### src/rtl/rgb2hsv_iter.sv
// RGB to HSV converter that produces the HSV mixer's input format.
// One restoring divider is shared: saturation is computed first, then the hue fraction.
module rgb2hsv_iter #(
  parameter int DIV_BITS = 16  // dividend width and iterations per division; only 16 is supported
) (
  input  logic        wb_clk_i,
  input  logic        wb_rst_i,
  input  logic        in_valid,
  output logic        in_ready,
  input  logic [23:0] rgb,
  output logic        out_valid,
  input  logic        out_ready,
  output logic [15:0] h,
  output logic [7:0]  s,
  output logic [7:0]  v
);

  localparam int CNT_W = $clog2(DIV_BITS);
  localparam logic [CNT_W-1:0] LAST_ITER = CNT_W'(DIV_BITS - 1);

  typedef enum logic [2:0] {IDLE, PREP, DIV_S, DIV_H, DONE} state_t;

  state_t r_state;
  state_t w_state_nx;

  logic [7:0]          r_r, r_g, r_b;
  logic [7:0]          r_max, r_delta, r_num, r_s_calc;
  logic [2:0]          r_sext;
  logic [DIV_BITS-1:0] r_div_q;    // dividend shifts out the top, quotient shifts in the bottom
  logic [8:0]          r_rem;
  logic [7:0]          r_divisor;
  logic [CNT_W-1:0]    r_cnt;
  logic [15:0]         r_h;
  logic [7:0]          r_s, r_v;
  logic                r_out_valid;

  logic                w_accept, w_load_s, w_step, w_last, w_s_done, w_wb, w_xfer;
  logic [7:0]          w_max, w_min, w_num, w_delta, w_frac;
  logic [2:0]          w_sext;
  logic [DIV_BITS-1:0] w_dividend_s, w_q_nx;
  logic [8:0]          w_rem_sh, w_rem_nx;
  logic                w_ge;

  // State register.
  always_ff @(posedge wb_clk_i or posedge wb_rst_i) begin
    if (wb_rst_i) r_state <= IDLE;
    else          r_state <= w_state_nx;
  end

  assign w_last = (r_cnt == LAST_ITER);

  // Next-state logic.
  always_comb begin
    // NOTE: default first so every path assigns the variable and no latch is inferred.
    w_state_nx = r_state;
    case (r_state)
      IDLE:    if (in_valid) w_state_nx = PREP;
      PREP:    w_state_nx = DIV_S;
      DIV_S:   if (w_last) w_state_nx = DIV_H;
      DIV_H:   if (w_last) w_state_nx = DONE;
      DONE:    if (r_out_valid && out_ready) w_state_nx = IDLE;
      default: w_state_nx = IDLE;
    endcase
  end

  // Output and control strobes.
  always_comb begin
    in_ready = 1'b0;
    w_load_s = 1'b0;
    w_step   = 1'b0;
    w_wb     = 1'b0;
    w_xfer   = 1'b0;
    case (r_state)
      IDLE:    in_ready = 1'b1;
      PREP:    w_load_s = 1'b1;
      DIV_S,
      DIV_H:   w_step   = 1'b1;
      DONE: begin
        w_wb   = !r_out_valid;
        w_xfer = r_out_valid && out_ready;
      end
      default: in_ready = 1'b0;
    endcase
    w_accept = in_ready && in_valid;
    w_s_done = (r_state == DIV_S) && w_last;
  end

  // Max/min, sextant and hue numerator; ties resolve r > g > b.
  always_comb begin
    w_max  = r_b;
    w_sext = 3'd4;
    w_num  = r_r - r_g;
    if (r_r >= r_g && r_r >= r_b) begin
      w_max = r_r;
      if (r_g >= r_b) begin w_sext = 3'd0; w_num = r_g - r_b; end
      else            begin w_sext = 3'd5; w_num = r_r - r_b; end
    end else if (r_g >= r_b) begin
      w_max = r_g;
      if (r_r > r_b)  begin w_sext = 3'd1; w_num = r_g - r_r; end
      else            begin w_sext = 3'd2; w_num = r_b - r_r; end
    end else begin
      if (r_g > r_r)  begin w_sext = 3'd3; w_num = r_b - r_g; end
      else            begin w_sext = 3'd4; w_num = r_r - r_g; end
    end
    w_min = r_r;
    if (r_g < w_min) w_min = r_g;
    if (r_b < w_min) w_min = r_b;
  end

  assign w_delta      = w_max - w_min;
  assign w_dividend_s = {w_delta, 8'h00} - {8'h00, w_delta};

  // One restoring step; a set remainder MSB means the shifted value already exceeds any divisor.
  assign w_rem_sh = {r_rem[7:0], r_div_q[DIV_BITS-1]};
  assign w_ge     = r_rem[8] || (w_rem_sh >= {1'b0, r_divisor});
  assign w_rem_nx = w_ge ? (w_rem_sh - {1'b0, r_divisor}) : w_rem_sh;
  assign w_q_nx   = {r_div_q[DIV_BITS-2:0], w_ge};

  // A hue quotient of 256 only occurs when num == delta; it saturates to 0xFF.
  assign w_frac = (r_div_q[15:8] != 8'h00) ? 8'hFF : r_div_q[7:0];

  // Datapath.
  always_ff @(posedge wb_clk_i or posedge wb_rst_i) begin
    if (wb_rst_i) begin
      r_r         <= '0;
      r_g         <= '0;
      r_b         <= '0;
      r_max       <= '0;
      r_delta     <= '0;
      r_num       <= '0;
      r_sext      <= '0;
      r_s_calc    <= '0;
      r_div_q     <= '0;
      r_rem       <= '0;
      r_divisor   <= '0;
      r_cnt       <= '0;
      r_h         <= '0;
      r_s         <= '0;
      r_v         <= '0;
      r_out_valid <= 1'b0;
    end else begin
      if (w_accept) {r_r, r_g, r_b} <= rgb;

      if (w_load_s) begin
        r_max     <= w_max;
        r_delta   <= w_delta;
        r_num     <= w_num;
        r_sext    <= w_sext;
        r_div_q   <= w_dividend_s;
        r_divisor <= w_max;
        r_rem     <= '0;
        r_cnt     <= '0;
      end else if (w_step) begin
        r_cnt <= r_cnt + 1'b1;
        if (w_s_done) begin
          r_s_calc  <= (r_max == 8'h00) ? 8'h00 : w_q_nx[7:0];
          r_div_q   <= {r_num, 8'h00};
          r_divisor <= r_delta;
          r_rem     <= '0;
        end else begin
          r_div_q <= w_q_nx;
          r_rem   <= w_rem_nx;
        end
      end

      if (w_wb) begin
        r_h         <= (r_delta == 8'h00) ? 16'h0000 : {5'b00000, r_sext, w_frac};
        r_s         <= r_s_calc;
        r_v         <= r_max;
        r_out_valid <= 1'b1;
      end else if (w_xfer) begin
        r_out_valid <= 1'b0;
      end
    end
  end

  assign out_valid = r_out_valid;
  assign h         = r_h;
  assign s         = r_s;
  assign v         = r_v;

endmodule

### config.mk
export PLATFORM = sky130hd
export DESIGN_NAME = rgb2hsv_iter
export DESIGN_NICKNAME = d
export VERILOG_FILES = /design/src/rtl/rgb2hsv_iter.sv
export SDC_FILE = /design/constraint.sdc
export NUM_CORES = 1
export LEC_CHECK = 0
export CAP_MARGIN = 0
export CORE_MARGIN = 5
export CORE_UTILIZATION = 46
export DETAILED_ROUTE_END_ITERATION = 6
export HOLD_SLACK_MARGIN = 0.1
export PLACE_DENSITY = 0.64
export SKIP_CTS_REPAIR_TIMING = 1
export SLEW_MARGIN = 20
export SYNTH_ARGS = -nofsm -noshare
export SYNTH_HDL_FRONTEND = slang
export SYNTH_SLANG_ARGS = --single-unit
### constraint.sdc
create_clock -name wb_clk_i -period 13.2 [get_ports wb_clk_i]
set_clock_uncertainty 0.15 [all_clocks]
set_input_delay 1.98 -clock wb_clk_i [delete_from_list [all_inputs] [get_ports wb_clk_i]]
set_output_delay 1.98 -clock wb_clk_i [all_outputs]
set_load 0.02 [all_outputs]
# After elaboration in Yosys (flattened, before gate mapping)
# Index checks and enable logic that the tools add are counted.
# op_classes
addsub,10
magnitude_cmp,8
eq_ne,9
muxes,41
n_bitwise,1
reduce_logical,17
# ops
operator,count
$mux W8,14
$sub A8 B8 Y8,7
$mux W16,3
$mux W9,4
$ge A8 B8 Y1,3
$mux W3,8
$gt A8 B8 Y1,2
$logic_not A8 Y1,2
$lt A8 B8 Y1,2
$sub A16 B8 Y16,1
$pmux W3 S5,1
$mux W11,1
$ge A9 B8 Y1,1
$sub A9 B8 Y9,1
$mux W4,2
$ne A2 B2 Y1 const B,4
$reduce_bool A8 Y1,1
$mux W1,7
$eq A3 B2 Y1 const B,2
$reduce_bool A2 Y1,3
$add A4 B1 Y4 const B,1
$eq A4 B4 Y1 const B,1
$logic_and A1 B1 Y1,4
$reduce_and A4 Y1,1
other kinds (10),10
# totals
regBits,132
inputBits,28
out_inout_bits,34
elab_cells,103

# Depth between registers and ports, before layout
# depth
ltp_word,7
ltp_mapped,26
depth_no_buf,25

# Least setup slack after synthesis
# OpenSTA, ideal clock, no wires.
# synth_path
path_type,reg2reg
from,register r_g[1]
to,register r_div_q[8]
setup_time_ns,0.126
arrival_time_ns,5.144
required_ns,12.924
slack_ns,7.780
path_stages_with_launch,25
path_buffers,1
synth_period_minus_slack_ns,5.420
cell_sequence,dfrtp_1 -> inv_1 -> fa_1 -> nand2b_2 -> a211oi_4 -> nor2_2 -> mux2i_1 -> ha_1 -> a21o_1 -> a2111oi_1 -> o31a_1 -> buf_6 -> mux2i_1 -> inv_1 -> ha_1 -> nor2b_1 -> o2111ai_1 -> nand3_1 -> xor2_1 -> nor4_1 -> nand2_1 -> nor2_1 -> nand2_2 -> xnor2_1 -> a221o_1
# synth_between
elab_chain_len,7
elab_cells_between_ends,12
cone_classes,add/sub (2); order compare (4); mux (5); reduce/logical (1)
# synth_rtl
item,line,source
"start, declared",26,"logic [7:0] r_r, r_g, r_b;"
"start signal, assigned",142,"if (w_accept) {r_r, r_g, r_b} <= rgb;"
$lt A8 B8 Y1,106,if (r_g < w_min) w_min = r_g;
$mux W8,106,
$lt A8 B8 Y1,107,if (r_b < w_min) w_min = r_b;
$mux W8,107,
$sub A8 B8 Y8 (*),110,assign w_delta = w_max - w_min;
$sub A16 B8 Y16 (*),111,"assign w_dividend_s = {w_delta, 8'h00} - {8'h00, w_delta};"
$mux W16 (*),144,if (w_load_s) begin
"end signal, assigned",149,r_div_q <= w_dividend_s;
"end signal, assigned",157,"r_div_q <= {r_num, 8'h00};"
"end signal, assigned",161,r_div_q <= w_q_nx;
"end, declared",29,logic [DIV_BITS-1:0] r_div_q;
# Every way passes the cells marked *; elsewhere a longest branch is shown, timed or not.
# A chain may end at the register's enable or synchronous reset.

# Worst setup path after layout
# Same ends and word-level chain as after synthesis.

==> key figures <==
Worst hold path
  • Hold depth: 2
  • Hold Path End: s[5]
  • Hold Crit Class: reg -> reg
  • Hold Crit Start: s[5]

Timing
  • Final setup vio count: 0
  • Relative slew slack: 42.5%
  • Setup TNS: 0 ns
  • Final Hold Viols: 0
  • Worst-margin pin slew: 0.863 ns
  • RSZ-0062 raised after global routing: no
  • Worst setup margin: between 6 and 7 ns
  • Achievable Freq: 158 MHz
  • Max Slew Vio Count: 0
  • WHS: 0.319 ns
  • Fin crit period: roughly 6.3 ns
  • Crit share post-route: 48.0%

Synthesis
  • Unique masters post-synth: 64
  • Synth area leader: dfrtp_1
  • Post-Syn Area: 0.00869 sq mm
  • Top cell type's share of synthesized area: 36.6%
  • Mapped Avg Cell Area: 8.66 sq um
  • Post-synthesis sequential element count: 127
  • EDFF count, synth: 0
  • Most used DFF post-synth: dfrtp_1
  • Sequential area share after synthesis: 36.6%
  • Mapped Cells: 1003
  • Post-synth ARST share: 100%
  • Ranking of synthesized cells by area: dfrtp_1 (37%), ha_1 (10%), nand2_1 (7.9%)
  • Synthesis Warnings: 0

Clock tree
  • Clock sink count: 127
  • Clock Path Buffers: 2
  • CTS tree: yes
  • Clock-pin slew on the worst setup and hold paths: 0.06 ns
  • Root Buffer: clkbuf_16
  • Clk Latency, worst-skew pair: 0.43 ns
  • Num CTS Buffers: 17
  • H-tree level count: 4

Flow run
  • Max_cap viols: 0

GRT
  • Largest net degree at the start of global routing: 65
  • Remaining global-route overflow: 0
  • First-pass GRT wire length: 37.5 mm
  • Initial antenna violation count: 0
  • Number of global-route vias before repair: 6998
  • GRT Total Usage: between 20% and 30%

Floorplanning
  • Die Ht: 147 microns
  • I/O pin count: between 60 and 70
  • Initial Utilization: between 40% and 50%
  • Total die area: about 0.022 sq mm
  • Die Width: around 150 microns
  • Std-Cell Rows: 50
  • Core footprint: 0.0186 sq mm

Routing
  • Total wire length: 23.2 mm
  • DR top layer: met4
  • Final ANT Viol Nets: 0
  • Via-to-Cell Ratio: 5.61
  • Via count: 7226
  • Met1 wire length: 10.5 mm
  • Avg WL per Cell: around 18 microns
  • Met2 routed WL: about 11 mm
  • Met3 Wirelength: 892 microns
  • Drt drc: 0
  • Drt first pass iters: 5
  • DR iter-0 viols: 432

Placement
  • Place WS: ~7 ns
  • # port buffers: 56
  • GPL Wtd Cong: just over 0.9
  • Inst Count DP: 1256
  • Hpwl dp: between 15 and 20 mm

Critical path
  • Worst r2r src: r_g[1]
  • Reg2reg path depth: 23
  • CP Launch Type: flip-flop
  • CP required: 13.36 ns
  • FF-to-FF setup slack: 6.86 ns
  • Crit Path Class: reg -> reg
  • Worst EP arrival: 6.49 ns
  • Critical Path Fanout Max: 8
  • Reg2reg end: r_div_q[8]
  • Critical Path End Type: flip-flop

Outcome
  • Status: finished, final reports clean

Finish
  • Layout cells sized above 1: 6.74%
  • Finished Layout Cells: 1288
  • Nets@finish: about 1100
  • Antenna fix cells: 0
  • Area grow syn2layout: 15.3%
  • Largest register FFs: 16
  • Largest register by flop count: r_div_q
[layout make-up]
class                           count  area, sq um
Fill cell                        1728         8630
Inverter                           49          186
Clock buffer                       19          443
Tap cell                          234          293
Sequential cell                   127         3180
Clock inverter                     13          178
Timing Repair Buffer               66          636
Multi-Input combinational cell    780         5100
[per-stage QoR]
| stage | util, % | instance area [sq um] |
|---|---|---|
| finish | 53.7 | 10000 |
| floorplan | - | 8700 |
| detailed placement | 50.4 | 9390 |
| global placement | 50.4 | 9390 |
| CTS | 53.7 | 10000 |
| global route | 53.7 | 10000 |
[layout by cell type, fill, tap and decap left out, types with 3 or more instances in the layout]
cell             Yosys  final
a221oi_1             4      4
clkinv_4             0      3
a211oi_1            12     12
o311ai_0             3      3
a31oi_1              9      9
o21a_1               4      4
nor2_1              63     62
nand3_1             14     14
mux2_2               8      8
clkdlybuf4s50_1      0     56
clkbuf_16            0     17
buf_4                6     10
o211ai_1             4      4
o22ai_1              5      5
inv_1               49     48
a21boi_0             3      3
nor2b_1             21     21
ha_1                72     72
bufinv_16            0      3
a22o_1              12     12
inv_6                0      4
fa_1                 8      8
nor2_2               2      3
a21o_1              15     15
xor2_1              15     15
nand4_1              8      8
nor3_1               7      6
xnor2_1             34     34
o21bai_1             7      7
nand2b_1            10     10
nand2_1            184    184
mux2i_1             32     32
and2_1               7      7
conb_1               1      5
o21ai_0            106    106
nor4_1               8      8
dfrtp_1            127    127
or3_1                3      3
a21oi_1             60     60
or2_2                5      5
[how the worst max path moves through the flow]
stage	depth (start not counted)	endpoint	from
2_1_floorplan	1	h[0]	wb_rst_i
3_3_place_gp	24	r_div_q[8]	r_g[1]
3_5_place_dp	23	r_div_q[8]	r_g[1]
4_1_cts	23	r_div_q[8]	r_g[1]
5_1_grt	23	r_div_q[8]	r_g[1]
6_report	23	r_div_q[8]	r_g[1]
[synthesized netlist by cell type (5+ instances only)]
| cell type | n |
|---|---|
| ha_1 | 72 |
| a31oi_1 | 9 |
| a211oi_1 | 12 |
| nor2_1 | 63 |
| nand2b_1 | 10 |
| nor2b_1 | 21 |
| clkbuf_1 | 32 |
| and2_1 | 7 |
| nor3_1 | 7 |
| xor2_1 | 15 |
| inv_1 | 49 |
| a21o_1 | 15 |
| xnor2_1 | 34 |
| dfrtp_1 | 127 |
| fa_1 | 8 |
| a22o_1 | 12 |
| o21bai_1 | 7 |
| buf_1 | 6 |
| nand3_1 | 14 |
| buf_4 | 6 |
| or2_2 | 5 |
| nand2_1 | 184 |
| mux2i_1 | 32 |
| mux2_2 | 8 |
| nand4_1 | 8 |
| nor4_1 | 8 |
| a21oi_1 | 60 |
| o22ai_1 | 5 |
| o21ai_0 | 106 |
[critical path, stage by stage, from the launching register on]
cell       delay (ns)
dfrtp_1          0.50
inv_1            0.21
fa_1             0.44
nand2b_2         0.24
a211oi_4         0.28
nor2_2           0.17
mux2i_1          0.26
ha_1             0.29
a21o_1           0.20
a2111oi_1        0.29
o31a_1           0.47
mux2i_1          0.39
inv_1            0.08
ha_1             0.27
nor2b_1          0.15
o2111ai_1        0.19
nand3_1          0.15
xor2_1           0.22
nor4_1           0.37
nand2_1          0.12
nor2_1           0.26
nand2_2          0.09
xnor2_1          0.12
a221o_1          0.30
[metal layers]
metal / vias to the layer above / GRT usage, %
met3: 43 / 4.11
met2: 177 / 35.1
met1: 3480 / 29.4
met4: 0 / 7.83
met5: - / 0
li1: 3526 / -
[logic make-up (layout without fill, tap and decap cells)]
group                    Yosys count  count (layout)  synth area share, %
adder cells (fa/ha/maj)           80              80                 12.2
buffers and inverters            100             147                 4.97
flip-flops                       127             127                 36.6
other                              1               5               0.0432
XOR/XNOR                          50              50                 5.21
AO/OA/AOI/OAI                    260             260                 18.1
AND/OR/NAND/NOR                  343             343                 17.6
multiplexers                      42              42                 5.24
Power is not shown: default switching activity piles up to over one toggle a cycle in this logic, so the estimate is an artifact.
